==> src/rtl/pc_fetch_if.sv <==
// pc_fetch_if: fetch-stage bus bundling redirect inputs, instruction memory
// port and the IF/ID register outputs.
//   master : the fetch unit (drives inst_addr and the IF/ID outputs)
//   slave  : the surrounding pipeline / memory (drives stall, redirects, inst_in)
interface pc_fetch_if;
  logic        stall;
  logic        branch_taken;
  logic [15:0] branch_offset;
  logic        jump;
  logic [25:0] jump_target;
  logic [5:0]  inst_addr;
  logic [31:0] inst_in;
  logic [31:0] instr_out;
  logic [31:0] pc4_out;
  logic        valid_out;
  logic [15:0] fetch_count;
  logic        addr_err;

  modport master (
    input  stall, branch_taken, branch_offset, jump, jump_target, inst_in,
    output inst_addr, instr_out, pc4_out, valid_out, fetch_count, addr_err
  );

  modport slave (
    output stall, branch_taken, branch_offset, jump, jump_target, inst_in,
    input  inst_addr, instr_out, pc4_out, valid_out, fetch_count, addr_err
  );
endinterface

==> src/rtl/pc_fetch.sv <==
// pc_fetch: program counter and IF/ID register for a 64-word instruction
// memory. Next PC priority is jump > branch > sequential; redirects override
// stall and insert a bubble into IF/ID.
// Ports:
//   clk       rising-edge clock
//   rst_n     asynchronous active-low reset
//   fetch_bus pc_fetch_if.master (redirect inputs, memory port, IF/ID outputs)
// Parameter:
//   RESET_PC  PC loaded on reset (word aligned)
// Optional feature:
//   PC_FETCH_RANGE_CHK_EN  when defined, a next PC >= 32'h100 sets the sticky
//   addr_err flag, holds the PC and halts fetching until reset. When
//   undefined, addr_err is 0 and the memory address simply wraps.
module pc_fetch #(
  parameter logic [31:0] RESET_PC = 32'h0000_0000
) (
  input  logic       clk,
  input  logic       rst_n,
  pc_fetch_if.master fetch_bus
);

  localparam int unsigned PC_W  = 32;
  localparam int unsigned CNT_W = 16;

  logic [PC_W-1:0]  r_pc;
  logic [PC_W-1:0]  r_pc4;
  logic [31:0]      r_instr;
  logic             r_valid;
  logic [CNT_W-1:0] r_count;

  logic [PC_W-1:0]  w_seq_pc;
  logic [PC_W-1:0]  w_jump_pc;
  logic [PC_W-1:0]  w_branch_pc;
  logic [PC_W-1:0]  w_next_pc;
  logic [PC_W-1:0]  w_br_off;
  logic             w_redirect;
  logic             w_advance;
  logic             w_oor;
  logic             w_halted;

  // Target computation; branch offset is relative to the IF/ID PC+4.
  assign w_seq_pc    = r_pc + PC_W'(4);
  assign w_jump_pc   = {r_pc4[31:28], fetch_bus.jump_target, 2'b00};
  assign w_br_off    = {{14{fetch_bus.branch_offset[15]}}, fetch_bus.branch_offset, 2'b00};
  assign w_branch_pc = r_pc4 + w_br_off;
  assign w_redirect  = fetch_bus.jump | fetch_bus.branch_taken;
  assign w_advance   = w_redirect | ~fetch_bus.stall;

  always_comb begin
    w_next_pc = w_seq_pc;
    if (fetch_bus.jump)              w_next_pc = w_jump_pc;
    else if (fetch_bus.branch_taken) w_next_pc = w_branch_pc;
  end

`ifdef PC_FETCH_RANGE_CHK_EN
  localparam logic [PC_W-1:0] PC_LIMIT = 32'h0000_0100;
  logic r_addr_err;

  assign w_oor    = w_advance & ~r_addr_err & (w_next_pc >= PC_LIMIT);
  assign w_halted = r_addr_err;

  // Sticky out-of-range flag, cleared only by reset.
  always_ff @(posedge clk or negedge rst_n) begin
    if (!rst_n)     r_addr_err <= 1'b0;
    else if (w_oor) r_addr_err <= 1'b1;
  end
`else
  assign w_oor    = 1'b0;
  assign w_halted = 1'b0;
`endif

  // PC and IF/ID register; once halted by a range error everything holds.
  always_ff @(posedge clk or negedge rst_n) begin
    if (!rst_n) begin
      r_pc    <= RESET_PC;
      r_pc4   <= '0;
      r_instr <= '0;
      r_valid <= 1'b0;
      r_count <= '0;
    end else if (!w_halted) begin
      if (w_oor) begin
        r_instr <= '0;
        r_valid <= 1'b0;
      end else if (w_redirect) begin
        r_pc    <= w_next_pc;
        r_instr <= '0;
        r_valid <= 1'b0;
      end else if (!fetch_bus.stall) begin
        r_pc    <= w_seq_pc;
        r_pc4   <= w_seq_pc;
        r_instr <= fetch_bus.inst_in;
        r_valid <= 1'b1;
        if (r_count != {CNT_W{1'b1}}) r_count <= r_count + CNT_W'(1);
      end
    end
  end

  assign fetch_bus.inst_addr   = r_pc[7:2];
  assign fetch_bus.instr_out   = r_instr;
  assign fetch_bus.pc4_out     = r_pc4;
  assign fetch_bus.valid_out   = r_valid;
  assign fetch_bus.fetch_count = r_count;
`ifdef PC_FETCH_RANGE_CHK_EN
  assign fetch_bus.addr_err    = r_addr_err;
`else
  assign fetch_bus.addr_err    = 1'b0;
`endif

endmodule

==> src/flat_wrapper.sv <==
// flat-port wrapper written by rule: the top's interface ports become plain ports
module pc_fetch_flat 
#(
  parameter logic [31:0] RESET_PC = 32'h0000_0000
)
  (clk, rst_n, fetch_bus_stall, fetch_bus_branch_taken, fetch_bus_branch_offset, fetch_bus_jump, fetch_bus_jump_target, fetch_bus_inst_in, fetch_bus_inst_addr, fetch_bus_instr_out, fetch_bus_pc4_out, fetch_bus_valid_out, fetch_bus_fetch_count, fetch_bus_addr_err);
  pc_fetch_if fetch_bus_i ();
  input  logic clk;
  input  logic rst_n;
  input wire logic [$bits(fetch_bus_i.stall)-1:0] fetch_bus_stall;
  input wire logic [$bits(fetch_bus_i.branch_taken)-1:0] fetch_bus_branch_taken;
  input wire logic [$bits(fetch_bus_i.branch_offset)-1:0] fetch_bus_branch_offset;
  input wire logic [$bits(fetch_bus_i.jump)-1:0] fetch_bus_jump;
  input wire logic [$bits(fetch_bus_i.jump_target)-1:0] fetch_bus_jump_target;
  input wire logic [$bits(fetch_bus_i.inst_in)-1:0] fetch_bus_inst_in;
  output wire logic [$bits(fetch_bus_i.inst_addr)-1:0] fetch_bus_inst_addr;
  output wire logic [$bits(fetch_bus_i.instr_out)-1:0] fetch_bus_instr_out;
  output wire logic [$bits(fetch_bus_i.pc4_out)-1:0] fetch_bus_pc4_out;
  output wire logic [$bits(fetch_bus_i.valid_out)-1:0] fetch_bus_valid_out;
  output wire logic [$bits(fetch_bus_i.fetch_count)-1:0] fetch_bus_fetch_count;
  output wire logic [$bits(fetch_bus_i.addr_err)-1:0] fetch_bus_addr_err;
  assign fetch_bus_i.stall = fetch_bus_stall;
  assign fetch_bus_i.branch_taken = fetch_bus_branch_taken;
  assign fetch_bus_i.branch_offset = fetch_bus_branch_offset;
  assign fetch_bus_i.jump = fetch_bus_jump;
  assign fetch_bus_i.jump_target = fetch_bus_jump_target;
  assign fetch_bus_i.inst_in = fetch_bus_inst_in;
  assign fetch_bus_inst_addr = fetch_bus_i.inst_addr;
  assign fetch_bus_instr_out = fetch_bus_i.instr_out;
  assign fetch_bus_pc4_out = fetch_bus_i.pc4_out;
  assign fetch_bus_valid_out = fetch_bus_i.valid_out;
  assign fetch_bus_fetch_count = fetch_bus_i.fetch_count;
  assign fetch_bus_addr_err = fetch_bus_i.addr_err;
  pc_fetch #(.RESET_PC(RESET_PC)) u_core (.clk(clk), .rst_n(rst_n), .fetch_bus(fetch_bus_i));
endmodule
==> config.mk <==
export PLATFORM = sky130hd
export DESIGN_NAME = pc_fetch_flat
export DESIGN_NICKNAME = d
export VERILOG_FILES = /design/src/rtl/pc_fetch_if.sv /design/src/rtl/pc_fetch.sv /design/src/flat_wrapper.sv
export SDC_FILE = /design/constraint.sdc
export NUM_CORES = 1
export LEC_CHECK = 0
export CAP_MARGIN = 20
export CELL_PAD_IN_SITES_DETAIL_PLACEMENT = 0
export CELL_PAD_IN_SITES_GLOBAL_PLACEMENT = 2
export CORE_MARGIN = 4
export CORE_UTILIZATION = 30
export CTS_CLUSTER_DIAMETER = 150
export DETAILED_ROUTE_END_ITERATION = 7
export GPL_ROUTABILITY_DRIVEN = 0
export PLACE_DENSITY_LB_ADDON = 0.1
export SLEW_MARGIN = 15
export SYNTH_ARGS = -nofsm -noshare
export SYNTH_HDL_FRONTEND = slang
export SYNTH_SLANG_ARGS = --single-unit
==> constraint.sdc <==
create_clock -name clk -period 5.7 [get_ports clk]
set_clock_uncertainty 0.1 [all_clocks]
set_input_delay 1.71 -clock clk [delete_from_list [all_inputs] [get_ports clk]]
set_output_delay 1.71 -clock clk [all_outputs]
set_load 0.005 [all_outputs]
Yosys cells after proc, flatten, opt, wreduce, memory -nomap -nowiden --
Cells that the tools add are included.
Operators by class: order comparisons 0, equality and inequality tests 2, muxes and demuxes 8, bitwise operators 3, shift-type cells 0, $add $sub $neg 3, multiply operators 0, reduce and logical (&&, ||, !) cells 2, div/mod/pow operators 0
Operators by type and width (count):
- 32-bit 2-to-1 mux | 6
- 32-bit by 3-bit adder with 32-bit output (second input constant) | 1
- 32-bit adder | 1
- 16-bit by 1-bit adder with 16-bit output (second input constant) | 1
- 16-bit != test (second input constant) | 1
- 3-bit AND reduction | 1
- 1-bit 2-to-1 mux | 2
- 2-bit by 1-bit != test with 1-bit output (second input constant) | 1
- 1-bit NOT | 2
- 2-bit AND reduction | 1
- 1-bit bitwise OR | 1
Word-level totals: bits in writable memories 0, memories kept 0, ROM bits 0, output and inout bits 88, bits in registers 113, bits in latches 0, input port bits 79, logic and storage cells 23

Longest topological paths before layout --
Gate-level depths: netlist of the first run.
depth in word-level cells 4, depth in mapped cells 10, depth with buffers taken out 10

Least setup slack after synthesis of the first run --
OpenSTA, ideal clock, no wires.
path type in2reg, from in fetch_bus_branch_offset[0], to reg u_core.r_pc[26], data required time 5.455 ns, setup slack 1.665 ns, stages on the path 10, arrival 3.790 ns, library setup time 0.145 ns, cells stage by stage ha_1 > fa_1 > a211oi_1 > nor3_2 > o221ai_1 > o211a_1 > o21ai_2 > a41oi_1 > xor2_1 > a21oi_1
On the way: cells in the longest elaborated chain, start to end 4
Ends and longest elaborated chain:
- start, declared | line flat_wrapper.sv:12 | input wire logic [$bits(fetch_bus_i.branch_offset)-1:0] fetch_bus_branch_offset;
- 32-bit adder | line pc_fetch.sv:45 | assign w_branch_pc = r_pc4 + w_br_off;
- 32-bit 2-to-1 mux | line pc_fetch.sv:52 | else if (fetch_bus.branch_taken) w_next_pc = w_branch_pc;
- 32-bit 2-to-1 mux | line pc_fetch.sv:51 | if (fetch_bus.jump) w_next_pc = w_jump_pc;
- 32-bit 2-to-1 mux | line pc_fetch.sv:84 | end else if (w_redirect) begin
- end signal, assigned | line pc_fetch.sv:85 | r_pc <= w_next_pc;
- end signal, assigned | line pc_fetch.sv:89 | r_pc <= w_seq_pc;
- end, declared | line pc_fetch.sv:25 | logic [PC_W-1:0] r_pc;
Every way passes these cells. A chain may end at the register's enable or synchronous reset.

Final worst setup path of the first run --
from in fetch_bus_branch_offset[15], to reg u_core.r_pc[31]
The elaborated chain is that of the path after synthesis.

==> out/results.tsv, run 1 <==
stage	metric	value	unit
timing	period_share	81.97	%
clock_network	clk_pin_slew	0.06	ns
final_layout	multi_input_area	3988	um^2
final_layout	register_area	2828	um^2
worst_setup_path	cp.required	5.89	ns
global_route	grt-ovfl-total	0	
power_and_ir_drop	irDropWorstVdd	0.1753	mV
detailed_routing	postRouteAntennaNets	0	
yosys	syn_area_per_cell	8.994	um^2
final_layout	syn_to_final_growth	35.59	%
floorplanning	coreArea	22920	um^2
worst_setup_path	worstRegToRegCells	8	
place	placed_cell_area	8979	um^2
timing	rsz0062_at_grt	false	
global_route	grt_pass1_wl	36730	um
worst_setup_path	cp_data_arrival_time	4.86	ns
power_and_ir_drop	power_density	335.0	nW/um^2
worst_setup_path	critPathCapture	u_core.r_pc[31]	
timing	worst_slack	1.028	ns
yosys	synth_cells	786	
global_route	grt.total_usage	17.70	%
run_status	outcome	completed	
min_path	holdCritPathClass	flop to flop	
worst_setup_path	worstPathCellList	clkdlybuf4s50_1, ha_1, a21oi_1, a211o_1, a211oi_1, nor3_1, o211a_1, nor4b_1, nor4_1	
yosys	synth_warnings	0	
detailed_routing	dr.pass1.iters	4	
clock_network	ctsHoldBuffers	0	
floorplanning	io-pin-count	167	
detailed_routing	drt_iter0_drc	390	
yosys	ys_async_sr_fraction	100.0	%
timing	slew_viol_final	0	
yosys	synth_fa_ha_area_share	5.770	%
worst_setup_path	cp-end-kind	flop	
global_route	grt_max_degree	64	
global_route	grt_antenna_before_repair	0	
clock_network	clockRootBuffer	clkbuf_16	
place	pre_cts_slack	0.6379	ns
timing	setup_violations	0	
detailed_routing	wirelength	22690	um
clock_network	cts_setup_buffers	0	
detailed_routing	drc	0	
worst_setup_path	critPathMaxFanout	18	
yosys	synth_simple_gate_area_share	18.42	%
clock_network	clockBufferDepth	2	
timing	final_hold_viol_count	0	
clock_network	cts_tree	built	
clock_network	cts-htree-levels	4	
detailed_routing	vias_per_cell	4.969	
floorplanning	rows	55	
worst_setup_path	regToRegSetupSlack	2.38	ns
yosys	synth_edf_count	0	
yosys	synth_seq_cells	113	
final_layout	fill_cells	2287	
detailed_routing	wl_per_cell	17.97	um
worst_setup_path	cp_top_family	compound AO/OA/AOI/OAI gates	
yosys	synth_top_family_by_area	simple AND/OR/NAND/NOR gates	
timing	worstMarginPinSlew	0.9468	ns
yosys	synth_cell_type_count	64	
yosys	ys_seq_area_share	40.00	%
power_and_ir_drop	leakagePower	4.113	nW
timing	min_period	4.672	ns
worst_setup_path	crit_start	fetch_bus_branch_offset[15]	
place	port_buffers	165	
timing	tns	0	ns
floorplanning	dieArea	26080	um^2
final_layout	n_antenna_cell	0	
worst_setup_path	cp.depth	9	
clock_network	clk-insertion-delay-late	0.42	ns
worst_setup_path	r2r_start	u_core.r_pc[2]	
yosys	ys.flop_type	dfrtp_1	
floorplanning	die_h	161.5	um
flow_run	max_cap_violations	0	
timing	relSlewSlack	36.88	%
yosys	syn-num-nets	897	
global_route	grt_pass1_vias	6549	
worst_setup_path	r2r_end	u_core.r_pc[28]	
final_layout	layout-drive-gt1-share	6.211	%
floorplanning	start_util	30.85	%
worst_setup_path	path_buf_inv	1	
floorplanning	die_x	161.5	um
power_and_ir_drop	power	3.211	mW
worst_setup_path	criticalPathCategory	primary input to flop	
yosys	synth_compound_area_share	16.35	%
final_layout	nNetsFinal	1048	
final_layout	fin_area	9585	um^2
yosys	synth.mux.area_fraction	5.257	%
worst_setup_path	cp-start-kind	primary input	
yosys	synth_xor_area_share	10.53	%
detailed_routing	num_vias	6276	
clock_network	cts_sinks	113	
clock_network	cts_buffers	17	
worst_setup_path	cpMaxStageDelayCell	clkdlybuf4s50_1	
clock_network	cts_resized	0	
yosys	synth_area	7069	um^2
place	hpwl	16640	um
timing	fmax	214.0	MHz
worst_setup_path	max_stage_delay	0.83	ns
-- synth_stat cells (4+ instances only) --
cell type / number / share of area (%)
buf_1: 5 / 0.27
nand3_1: 23 / 1.6
and2_1: 4 / 0.35
a211oi_1: 10 / 1.1
buf_2: 5 / 0.35
o211ai_1: 5 / 0.53
and3_1: 10 / 0.88
a21oi_1: 45 / 3.2
dfrtp_1: 113 / 40
or3_1: 5 / 0.44
buf_4: 8 / 0.85
nand2_1: 96 / 5.1
o21bai_1: 5 / 0.53
clkbuf_1: 23 / 1.2
o221ai_1: 4 / 0.50
o22ai_1: 9 / 0.80
o21ai_0: 54 / 3.8
nor2_1: 88 / 4.7
ha_1: 31 / 5.5
nor3_1: 14 / 0.99
o21a_1: 7 / 0.74
nand4_1: 9 / 0.80
inv_1: 14 / 0.74
xor2_1: 44 / 5.5
a31o_2: 4 / 0.50
a21o_1: 17 / 1.8
xnor2_1: 41 / 5.1
mux2i_1: 36 / 5.1
-- worst min-delay path, delay by kind of cell (launching register included) --
family	cells	cell delay, ns
DFF	1	0.34
and+or+nand+nor	2	0.10
-- logic make-up (layout without fill, tap and decap cells) --
| logic type | Yosys count | in the layout |
|---|---|---|
| other | 1 | 1 |
| AND/OR/NAND/NOR | 277 | 277 |
| adder cells (fa/ha/maj) | 32 | 32 |
| AO/OA/AOI/OAI | 183 | 183 |
| buffers and inverters | 58 | 222 |
| multiplexers | 37 | 37 |
| flip-flops | 113 | 113 |
| XOR/XNOR | 85 | 85 |
-- metrics by stage --
| step | std cells | hold slack [ns] | util, % |
|---|---|---|---|
| 5_1_grt | 1263 | 0.3935 | 41.83 |
| 3_3_place_gp | 1231 | 0.3511 | 39.18 |
| 3_5_place_dp | 1231 | 0.3531 | 39.18 |
| 4_1_cts | 1263 | 0.3651 | 41.83 |
| 6_report | 1263 | 0.3615 | 41.83 |
| 2_1_floorplan | 786 | 0.3380 | - |
-- layout by cell type, fill, tap and decap left out, types with 31 or more instances in the layout --
cell type and n:
a21oi_1 45, clkdlybuf4s50_1 163, dfrtp_1 113, ha_1 31, mux2i_1 36, nand2_1 96
nor2_1 88, o21ai_0 54, xnor2_1 41, xor2_1 44
-- layout make-up --
class                           instances  area share [%]
Clock buffer                           18           4.582
Sequential cell                       113           29.50
Timing Repair Buffer                  174           17.86
Clock inverter                         14           1.749
Inverter                               16          0.6266
Multi-Input combinational cell        615           41.60
Tap cell                              313           4.086
-- report_power, final --
part,switching [mW],leakage [nW],internal (mW)
combinational,0.506,2.37,0.515
sequential,0.152,1.45,0.919
clock,0.448,0.299,0.671
total,1.11,4.11,2.10
-- registers in the layout (all words and copies together) (netlist names) --
name / cells
u_core.fetch_bus.instr_out: 32
u_core.fetch_bus.pc4_out: 32
u_core.r_pc: 32
u_core.fetch_bus.fetch_count: 16
u_core.fetch_bus.valid_out: 1
-- per-layer routing --
layer,GRT usage (%),up-vias,wire [um]
li1,-,3071,-
met1,23.32,3002,10450
met2,28.81,174,10550
met3,4.210,29,1270
met4,5.661,0,425
met5,0,-,0
-- worst min path at each step --
stage / end / cells past startpoint / from / slack (ns)
after detailed placement: u_core.fetch_bus.pc4_out[0] / 2 / u_core.r_pc[0] / 0.35
final: u_core.fetch_bus.pc4_out[0] / 2 / u_core.r_pc[0] / 0.36
after global placement: u_core.fetch_bus.pc4_out[0] / 2 / u_core.r_pc[0] / 0.35
after floorplan: u_core.fetch_bus.pc4_out[0] / 2 / u_core.r_pc[0] / 0.34
after global routing: u_core.fetch_bus.pc4_out[0] / 2 / u_core.r_pc[0] / 0.39
after CTS: u_core.fetch_bus.pc4_out[0] / 2 / u_core.r_pc[0] / 0.37
(Power assumes the default switching activity.)
==> run 2: changes to the inputs <==
--- a/config.mk
+++ b/config.mk
@@ -9,7 +9,7 @@
 export CELL_PAD_IN_SITES_DETAIL_PLACEMENT = 0
 export CELL_PAD_IN_SITES_GLOBAL_PLACEMENT = 2
 export CORE_MARGIN = 4
-export CORE_UTILIZATION = 30
+export CORE_UTILIZATION = 27
 export CTS_CLUSTER_DIAMETER = 150
 export DETAILED_ROUTE_END_ITERATION = 7
 export GPL_ROUTABILITY_DRIVEN = 0
==> constraint.sdc (replaced) <==
create_clock -name clk -period 4.2 [get_ports clk]
set_clock_uncertainty 0.1 [all_clocks]
set_input_delay 1.26 -clock clk [delete_from_list [all_inputs] [get_ports clk]]
set_output_delay 1.26 -clock clk [all_outputs]
set_load 0.005 [all_outputs]
==> run 2 against run 1 <==
Core utilization shrank 3.4 points. Total power grew 37%. Combinational power grew 42%. First-iteration DRC count shrank 13%. Non-clock buffer count grew 26. Sequential share of layout area shrank 0.62 points. Largest cell class unchanged. Highest routed layer unchanged.
==> out/results.tsv, run 2 (synthesized netlist as in run 1, its figures left out) <==
stage	metric	value	unit
place	placed_cell_area	9208	um^2
final_layout	register_area	2828	um^2
run_status	outcome	completed	
clock_network	clockRootBuffer	clkbuf_16	
timing	period_share	92.03	%
worst_setup_path	cp_data_arrival_time	4.08	ns
final_layout	mostFrequentLayoutCell	clkdlybuf4s50_1	
floorplanning	io-pin-count	167	
clock_network	clk_pin_slew	0.07	ns
global_route	grt.total_usage	16.66	%
floorplanning	die_h	169.8	um
final_layout	fin_area	9791	um^2
worst_setup_path	cpMaxStageDelayCell	clkdlybuf4s50_1	
global_route	grt_pass1_wl	37640	um
floorplanning	coreArea	25470	um^2
detailed_routing	postRouteAntennaNets	0	
min_path	holdCritPathClass	flop to flop	
clock_network	cts_resized	0	
clock_network	clockBufferDepth	2	
final_layout	fill_cells	2581	
timing	min_period	3.865	ns
detailed_routing	vias_per_cell	4.868	
global_route	grt_antenna_before_repair	0	
final_layout	layout-drive-gt1-share	8.709	%
floorplanning	dieArea	28840	um^2
clock_network	ctsHoldBuffers	0	
clock_network	cts-htree-levels	4	
timing	rsz0062_at_grt	false	
worst_setup_path	worstPathCellList	clkdlybuf4s50_1, ha_1, a21oi_1, a211o_1, a211oi_1, nor3_1, buf_4, o211a_1, mux2i_1, nor4_1	
worst_setup_path	critPathMaxFanout	7	
timing	slew_viol_final	0	
floorplanning	die_x	169.8	um
final_layout	syn_to_final_growth	38.50	%
global_route	grt_pass1_vias	6608	
timing	relSlewSlack	46.03	%
final_layout	n_antenna_cell	0	
detailed_routing	wirelength	23740	um
detailed_routing	drc	0	
timing	worstMarginPinSlew	0.8036	ns
flow_run	max_cap_violations	0	
clock_network	cts_sinks	113	
place	port_buffers	165	
timing	fmax	258.7	MHz
power_and_ir_drop	power_density	449.0	nW/um^2
final_layout	nNetsFinal	1074	
timing	final_hold_viol_count	0	
place	pre_cts_slack	-0.03423	ns
final_layout	layout_common_cells	163 x clkdlybuf4s50_1, 113 x dfrtp_1, 96 x nand2_1, 88 x nor2_1, 54 x o21ai_0	
power_and_ir_drop	leakagePower	4.226	nW
clock_network	cts_tree	built	
worst_setup_path	max_stage_delay	0.60	ns
clock_network	cts_setup_buffers	0	
worst_setup_path	criticalPathCategory	primary input to flop	
final_layout	multi_input_area	3988	um^2
clock_network	cts_buffers	17	
worst_setup_path	cp-end-kind	flop	
global_route	grt-ovfl-total	0	
clock_network	clk-insertion-delay-late	0.43	ns
power_and_ir_drop	irDropWorstVdd	0.2133	mV
timing	setup_violations	0	
timing	worst_slack	0.3346	ns
detailed_routing	wl_per_cell	18.18	um
worst_setup_path	cp-start-kind	primary input	
detailed_routing	dr.pass1.iters	5	
global_route	grt_max_degree	63	
detailed_routing	num_vias	6358	
place	hpwl	17730	um
worst_setup_path	cp.required	4.41	ns
floorplanning	start_util	27.75	%
floorplanning	rows	58	
detailed_routing	drt_iter0_drc	338	
## run 2: changes by cell type in the layout (fill, tap and decap cells not counted), sizes merged
cell / before / now
inv: 22 / 26
clkinvlp: 0 / 2
clkinv: 6 / 2
bufinv: 2 / 1
clkbuf: 18 / 17
buf: 11 / 37
## run 2: path summary, 6_finish.rpt
path	startpoint	endpoint	slack, ns	cells after the start
hold / removal	u_core.r_pc[0]	u_core.fetch_bus.pc4_out[0]	0.37	2
min in group asynchronous	rst_n	u_core.fetch_bus.instr_out[20]	0.78	1
setup / recovery	fetch_bus_branch_offset[15]	u_core.r_pc[31]	0.33	10
max in group asynchronous	rst_n	u_core.fetch_bus.instr_out[11]	2.37	2
hold reg to reg	u_core.r_pc[0]	u_core.fetch_bus.pc4_out[0]	0.37	2
setup reg to reg	u_core.fetch_bus.pc4_out[2]	u_core.r_pc[26]	1.19	11
## run 2: worst max-delay path: cells and delay by family
family	cells	cell delay, ns
AOI/OAI and AO/OA	4	1.06
buffers and inverters	2	0.76
muxes	1	0.13
adders and majority gates	1	0.47
and+or+nand+nor	2	0.38
## run 2: report_power, final
| group | total [mW] | internal [mW] | switching, mW |
|---|---|---|---|
| Combinational | 1.45 | 0.746 | 0.701 |
| Clock | 1.49 | 0.844 | 0.650 |
| Sequential | 1.45 | 1.25 | 0.208 |
## run 2: layout make-up
cell class              instances  share of cell area [%]
multi-input cells             615                   40.73
repair buffers                200                   19.60
well taps                     330                   4.217
clock buffers                  17                   4.345
clock inverters                15                   1.610
flip-flops and latches        113                   28.88
inverters                      16                  0.6134
## run 2: through the flow
step           hold slack (ns)  std cells   TNS, ns  util (%)  power [mW]
2_1_floorplan           0.3380        786         0         -       2.279
3_3_place_gp            0.3505       1274  -0.03437     36.15       2.930
3_5_place_dp            0.3564       1274  -0.03508     36.15       2.930
4_1_cts                 0.3684       1306         0     38.44       4.467
5_1_grt                 0.4071       1306         0     38.44       4.689
6_report                0.3672       1306         0     38.44       4.396
## run 2: metal layers
layer | global-route usage, % | share of wire, %
met5 | 0 | 0
met4 | 3.255 | 0.88
met3 | 4.065 | 5.3
met2 | 27.10 | 46
met1 | 22.73 | 48
==> run 3: changes to the inputs <==
--- a/config.mk
+++ b/config.mk
@@ -8,8 +8,7 @@
 export CAP_MARGIN = 20
 export CELL_PAD_IN_SITES_DETAIL_PLACEMENT = 0
 export CELL_PAD_IN_SITES_GLOBAL_PLACEMENT = 2
-export CORE_MARGIN = 4
-export CORE_UTILIZATION = 27
+export CORE_UTILIZATION = 30
 export CTS_CLUSTER_DIAMETER = 150
 export DETAILED_ROUTE_END_ITERATION = 7
 export GPL_ROUTABILITY_DRIVEN = 0
==> constraint.sdc (replaced) <==
create_clock -name clk -period 4.82 [get_ports clk]
set_clock_uncertainty 0.1 [all_clocks]
set_input_delay 1.446 -clock clk [delete_from_list [all_inputs] [get_ports clk]]
set_output_delay 1.446 -clock clk [all_outputs]
set_load 0.005 [all_outputs]
==> run 3 against run 2 <==
Final cell count shrank 2.8%. Critical endpoint is now u_core.r_pc[26]. Worst setup slack gained 0.35 ns. Largest power group is now registers. Clock power shrank 16%. Count of clock-buffer cells in the layout is the same. Largest cell class unchanged. Wire length shrank 7.3%. Register-to-register slack gained 0.51 ns. Non-clock buffer count shrank 20. Sequential share of layout area grew 0.50 points. Die area shrank 16%. Highest routed layer unchanged. Hold slack gained 0.012 ns.
==> out/results.tsv, run 3 (synthesized netlist as in run 1, its figures left out) <==
stage	metric	value	unit
run_status	outcome	completed	
floorplanning	io-pin-count	167	
clock_network	cts_buffers	17	
power_and_ir_drop	leakagePower	4.128	nW
worst_setup_path	cp-end-kind	flop	
final_layout	layout-drive-gt1-share	6.799	%
floorplanning	coreArea	22850	um^2
worst_setup_path	max_stage_delay	0.45	ns
clock_network	cts_resized	0	
detailed_routing	wirelength	22020	um
worst_setup_path	criticalPathCategory	primary input to flop	
final_layout	syn_to_final_growth	36.16	%
final_layout	fill_cells	2318	
detailed_routing	dr.pass1.iters	5	
global_route	grt_pass1_wl	34780	um
timing	worstMarginPinSlew	0.7631	ns
detailed_routing	wl_per_cell	17.34	um
timing	fmax	241.8	MHz
timing	slew_viol_final	0	
final_layout	multi_input_area	3988	um^2
clock_network	ctsHoldBuffers	0	
timing	setup_violations	0	
timing	tns	0	ns
worst_setup_path	cp_data_arrival_time	4.32	ns
detailed_routing	drt_iter0_drc	312	
floorplanning	rows	55	
place	port_buffers	165	
final_layout	register_area	2828	um^2
clock_network	cts-htree-levels	4	
detailed_routing	vias_per_cell	4.941	
clock_network	cts_sinks	113	
worst_setup_path	worstPathCellList	clkdlybuf4s50_1, ha_1, fa_1, a211oi_1, nor3_2, o221ai_1, o211a_1, o21ai_2, a41oi_1, xor2_1, a21oi_1	
worst_setup_path	cp-start-kind	primary input	
detailed_routing	drc	0	
floorplanning	start_util	30.94	%
power_and_ir_drop	power	3.717	mW
min_path	holdCritPathClass	flop to flop	
final_layout	nNetsFinal	1054	
global_route	grt_pass1_vias	6242	
worst_setup_path	cpMaxStageDelayCell	fa_1	
timing	relSlewSlack	48.74	%
clock_network	clockBufferDepth	2	
floorplanning	die_h	155.5	um
timing	timing.hold.ws	0.3794	ns
clock_network	clk-insertion-delay-late	0.42	ns
clock_network	clk_pin_slew	0.07	ns
timing	min_period	4.135	ns
floorplanning	dieArea	24180	um^2
place	hpwl	16560	um
final_layout	layout_common_cells	163 x clkdlybuf4s50_1, 113 x dfrtp_1, 96 x nand2_1, 88 x nor2_1, 54 x o21ai_0	
worst_setup_path	path_buf_inv	1	
worst_setup_path	cp.required	5.00	ns
worst_setup_path	cp_top_family	compound AO/OA/AOI/OAI gates	
power_and_ir_drop	power_density	386.2	nW/um^2
final_layout	mostFrequentLayoutCell	clkdlybuf4s50_1	
power_and_ir_drop	irDropWorstVdd	0.1815	mV
global_route	grt_max_degree	66	
timing	period_share	85.79	%
flow_run	max_cap_violations	0	
global_route	grt_antenna_before_repair	1	
timing	rsz0062_at_grt	false	
worst_setup_path	critPathMaxFanout	5	
floorplanning	die_x	155.5	um
detailed_routing	postRouteAntennaNets	0	
detailed_routing	num_vias	6275	
global_route	grt-ovfl-total	0	
clock_network	cts_setup_buffers	0	
clock_network	cts_tree	built	
clock_network	clockRootBuffer	clkbuf_16	
global_route	grt.total_usage	18.79	%
timing	final_hold_viol_count	0	
==> run 3: power breakdown <==
part,switching [mW],internal [mW]
clock,0.558,0.692
combinational,0.592,0.611
sequential,0.178,1.09
==> run 3: path summary, 6_finish.rpt <==
| kind | start | endpoint | slack, ns | depth (start not counted) |
|---|---|---|---|---|
| max | fetch_bus_branch_offset[0] | u_core.r_pc[26] | 0.68 | 11 |
| min reg2reg | u_core.r_pc[0] | u_core.fetch_bus.pc4_out[0] | 0.38 | 2 |
| max in group asynchronous | rst_n | u_core.r_pc[11] | 2.81 | 2 |
| min | u_core.r_pc[0] | u_core.fetch_bus.pc4_out[0] | 0.38 | 2 |
| min in group asynchronous | rst_n | u_core.fetch_bus.instr_out[17] | 0.95 | 1 |
| max reg2reg | u_core.fetch_bus.pc4_out[2] | u_core.r_pc[26] | 1.70 | 10 |
==> run 3: layer usage <==
metal	vias up	global-route usage, %	part of all wire (%)
met1	3049	25.58	48
met5	-	0	0
met4	0	4.155	0.81
li1	3071	-	-
met3	15	4.039	4.0
met2	140	30.45	47
==> run 3: layout make-up <==
| class | instances | share of cell area [%] |
|---|---|---|
| timing repair buffer | 180 | 18.38 |
| tap | 313 | 4.069 |
| multi-input combinational | 615 | 41.43 |
| inverter | 16 | 0.6239 |
| clock inverter | 15 | 1.677 |
| clock buffer | 17 | 4.420 |
| antenna | 1 | 0.02600 |
| sequential | 113 | 29.38 |
==> run 3: worst register-to-register path, stage by stage, from the launching register on <==
cell	delay, ns
dfrtp_1	0.40
ha_1	0.24
fa_1	0.45
a211oi_1	0.38
nor3_2	0.13
o221ai_1	0.34
o211a_1	0.30
o21ai_2	0.14
a41oi_1	0.25
xor2_1	0.18
a21oi_1	0.08
==> run 3: stage by stage <==
step                setup WS (ns)  cells  utilization, %  area, um^2
floorplan                   1.049    786               -        7069
global placement           0.3123   1237           39.55        9036
detailed placement         0.2661   1237           39.55        9036
CTS                        0.7020   1269           42.12        9623
global route               0.4451   1270           42.13        9625
finish                     0.6847   1270           42.13        9625
==> RTL edit: new RTL, settings of run 2 <==
The option `PC_FETCH_RANGE_CHK_EN` is turned on by a define.
--- a/src/rtl/pc_fetch.sv
+++ b/src/rtl/pc_fetch.sv
@@ -11,6 +11,8 @@
 //   PC_FETCH_RANGE_CHK_EN  when defined, a next PC >= 32'h100 sets the sticky
 //   addr_err flag, holds the PC and halts fetching until reset. When
 //   undefined, addr_err is 0 and the memory address simply wraps.
+`define PC_FETCH_RANGE_CHK_EN
+
 module pc_fetch #(
   parameter logic [31:0] RESET_PC = 32'h0000_0000
 ) (
Check against the original RTL: not equivalent (a bounded check fails within 4 cycles, from zero or initial values and one cycle with rst_n low).
==> RTL edit against run 2 <==
  * The run now ends with negative setup slack left
  * Synthesized area down 4.3%
  * Critical path depth up 4
  * Sequential cell count rose by 1
  * Setup slack worse by 0.48 ns
  * Design area grew 17%
  * Routed wire length grew 4.8%
  * Register-to-register slack got worse by 0.89 ns
  * Global-route usage rose by 0.84 points
  * Critical endpoint is now u_core.fetch_bus.pc4_out[7]
Power is not compared: it rests on default switching activity, and its combinational part moved more than twofold at a synthesized area within 25%.
==> RTL edit: results (changes against run 2) <==
{| class="wikitable"
! Metric !! Value
|-
| Result of the run || complete, but fails checks
|-
| Violated checks || negative setup slack
|-
| Launch point of the worst reg-to-reg path || u_core.r_pc[3]
|-
| Fill cell count || 2,307 (-11%)
|-
| Count of port buffers added during placement || 166 (+0.61%)
|-
| Register area share after synthesis || 42.15% (+2.2 points)
|-
| Hold path depth || 1 (-1)
|-
| Crit-path slowest cell || sky130_fd_sc_hd__or4_4
|-
| Post-Synth Adder-Cell Area || 6.027% (+0.26 points)
|-
| Minimum setup slack after placement || -1.336 ns (-1.301 ns)
|-
| Slack of the worst reg-to-reg path || 0.30 ns (-0.89 ns)
|-
| Count of non-CTS inverters in the layout || 10 (-6)
|-
| Total area of sequential cells || 0.002853 mm2 (+0.89%)
|-
| DP HPWL || 17.98 mm (+1.4%)
|-
| Count of distinct cell types in the synthesized netlist || 75 (+17%)
|-
| Via count of the first global-routing pass || 6,987 (+5.7%)
|-
| Destination of the worst register-to-register timing path || u_core.fetch_bus.pc4_out[7]
|-
| Count of cells along the worst register-to-register path || 13 (+2)
|-
| Synthesized net count || 810 (-9.7%)
|-
| WP data arrival || 4.55 ns (+0.47 ns)
|-
| Avg Vias per Cell || 4.905 (+0.76%)
|-
| Final-layout non-clock buffer area share || 27.44% (+7.8 points)
|-
| Dominant cells by area after synthesis || sky130_fd_sc_hd__dfrtp_1 42%, sky130_fd_sc_hd__ha_1 5.7%, sky130_fd_sc_hd__a22o_1 4.3%
|-
| Count of final setup violators || 53 (+53)
|-
| Area share of xor/xnor cells in the synthesized design || 5.824% (-4.7 points)
|-
| Routed length per instance || 18.42 um (+1.3%)
|-
| Endpoint, Worst Hold || u_core.fetch_bus.valid_out
|-
| Worst hold start || u_core.fetch_bus.valid_out
|-
| Commonest cells post-synth || 114 x sky130_fd_sc_hd__dfrtp_1, 59 x sky130_fd_sc_hd__nand2_1, 42 x sky130_fd_sc_hd__a21oi_1
|-
| Compound-Gate Fraction of Synth Area || 18.69% (+2.3 points)
|-
| Cells after Synth || 699 (-11%)
|-
| Nets@finish || 1,125 (+4.7%)
|-
| CP max stage delay || 0.53 ns (-0.07 ns)
|-
| Placed Instance Area || 0.009848 mm2 (+7.0%)
|-
| Non-clock buffer instance count of the final layout || 330 (+65%)
|-
| Pin count of the biggest net entering global routing || 85 (+35%)
|-
| Multi-input gates || 541 (-12%)
|-
| Count of placed standard cells in the final layout, fillers left out || 1,351 (+3.4%)
|-
| Drt initial violations || 228 (-33%)
|-
| First-pass GRT wire length || 38.95 mm (+3.5%)
|-
| Minimum setup slack in the final design || -0.1475 ns (-0.4821 ns)
|}
[RTL edit: cell types whose count changed after synthesis, moves of 22 or more]
cell,before,now
sky130_fd_sc_hd__a22o_1,2,33
sky130_fd_sc_hd__nor2_1,88,40
sky130_fd_sc_hd__o21ai_0,54,29
sky130_fd_sc_hd__nand2_1,96,59
sky130_fd_sc_hd__nor2b_1,3,30
sky130_fd_sc_hd__mux2i_1,36,4
sky130_fd_sc_hd__and2_1,4,26
[RTL edit: power by group through the flow]
stage                     sequential [mW]  clock, mW  combinational (mW)
after floorplan                      1.12          0              0.0868
after global placement               1.12          0               0.265
after detailed placement             1.12          0               0.265
after CTS                            1.10       1.43               0.283
after global routing                 1.10       1.48               0.317
final                                1.10       1.39               0.290
[RTL edit: worst register-to-register path, delay by kind of cell (launching register included)]
family,cells,cell delay [ns]
fa+ha+maj,1,0.23
compound gates,3,0.79
flops,1,0.41
buf+inv,2,0.28
mux,2,0.68
simple gates,5,1.29
[RTL edit: what timing repair did]
action	in CTS	in global routing
endpoints found under the setup margin	114	114
endpoints found under the hold margin	0	0
gates cloned	7	2
pin swaps	42	57
buffers inserted	14	17
gates resized for setup	133	72
[RTL edit: worst max-delay path by stage]
| stage | start | end | slack, ns | depth (start not counted) |
|---|---|---|---|---|
| 4_1_cts | fetch_bus_branch_offset[15] | u_core.fetch_bus.pc4_out[7] | -0.32 | 15 |
| 6_report | fetch_bus_branch_offset[15] | u_core.fetch_bus.pc4_out[7] | -0.15 | 14 |
| 3_3_place_gp | fetch_bus_branch_offset[6] | u_core.fetch_bus.fetch_count[12] | -1.38 | 15 |
| 3_5_place_dp | fetch_bus_branch_offset[6] | u_core.fetch_bus.fetch_count[12] | -1.34 | 15 |
| 5_1_grt | fetch_bus_branch_offset[0] | u_core.fetch_bus.fetch_count[11] | -0.29 | 18 |
| 2_1_floorplan | fetch_bus_branch_offset[14] | u_core.fetch_bus.fetch_count[14] | -0.23 | 15 |
[RTL edit: layer usage]
layer	up-vias	routed length [um]	track usage, %
li1	3222	-	-
met1	3208	11330	22.49
met2	164	11900	29.15
met3	25	1282	4.904
met4	8	325	4.554
met5	-	55	0
[RTL edit: logic make-up (layout without fill, tap and decap cells)]
family,after synthesis,after routing
AO/OA/AOI/OAI,179,179
XOR/XNOR,45,45
adder cells (fa/ha/maj),32,32
buffers and inverters,44,372
flip-flops,114,114
multiplexers,16,16
AND/OR/NAND/NOR,269,269
[RTL edit: metrics by stage]
| stage | setup TNS, ns | utilization (%) |
|---|---|---|
| after CTS | -23.82 | 45.74 |
| after global placement | -142.64 | 40.26 |
| final | -2.977 | 46.63 |
| after detailed placement | -137.79 | 40.26 |
| after floorplan | -5.154 | - |
| after global routing | -16.68 | 46.63 |
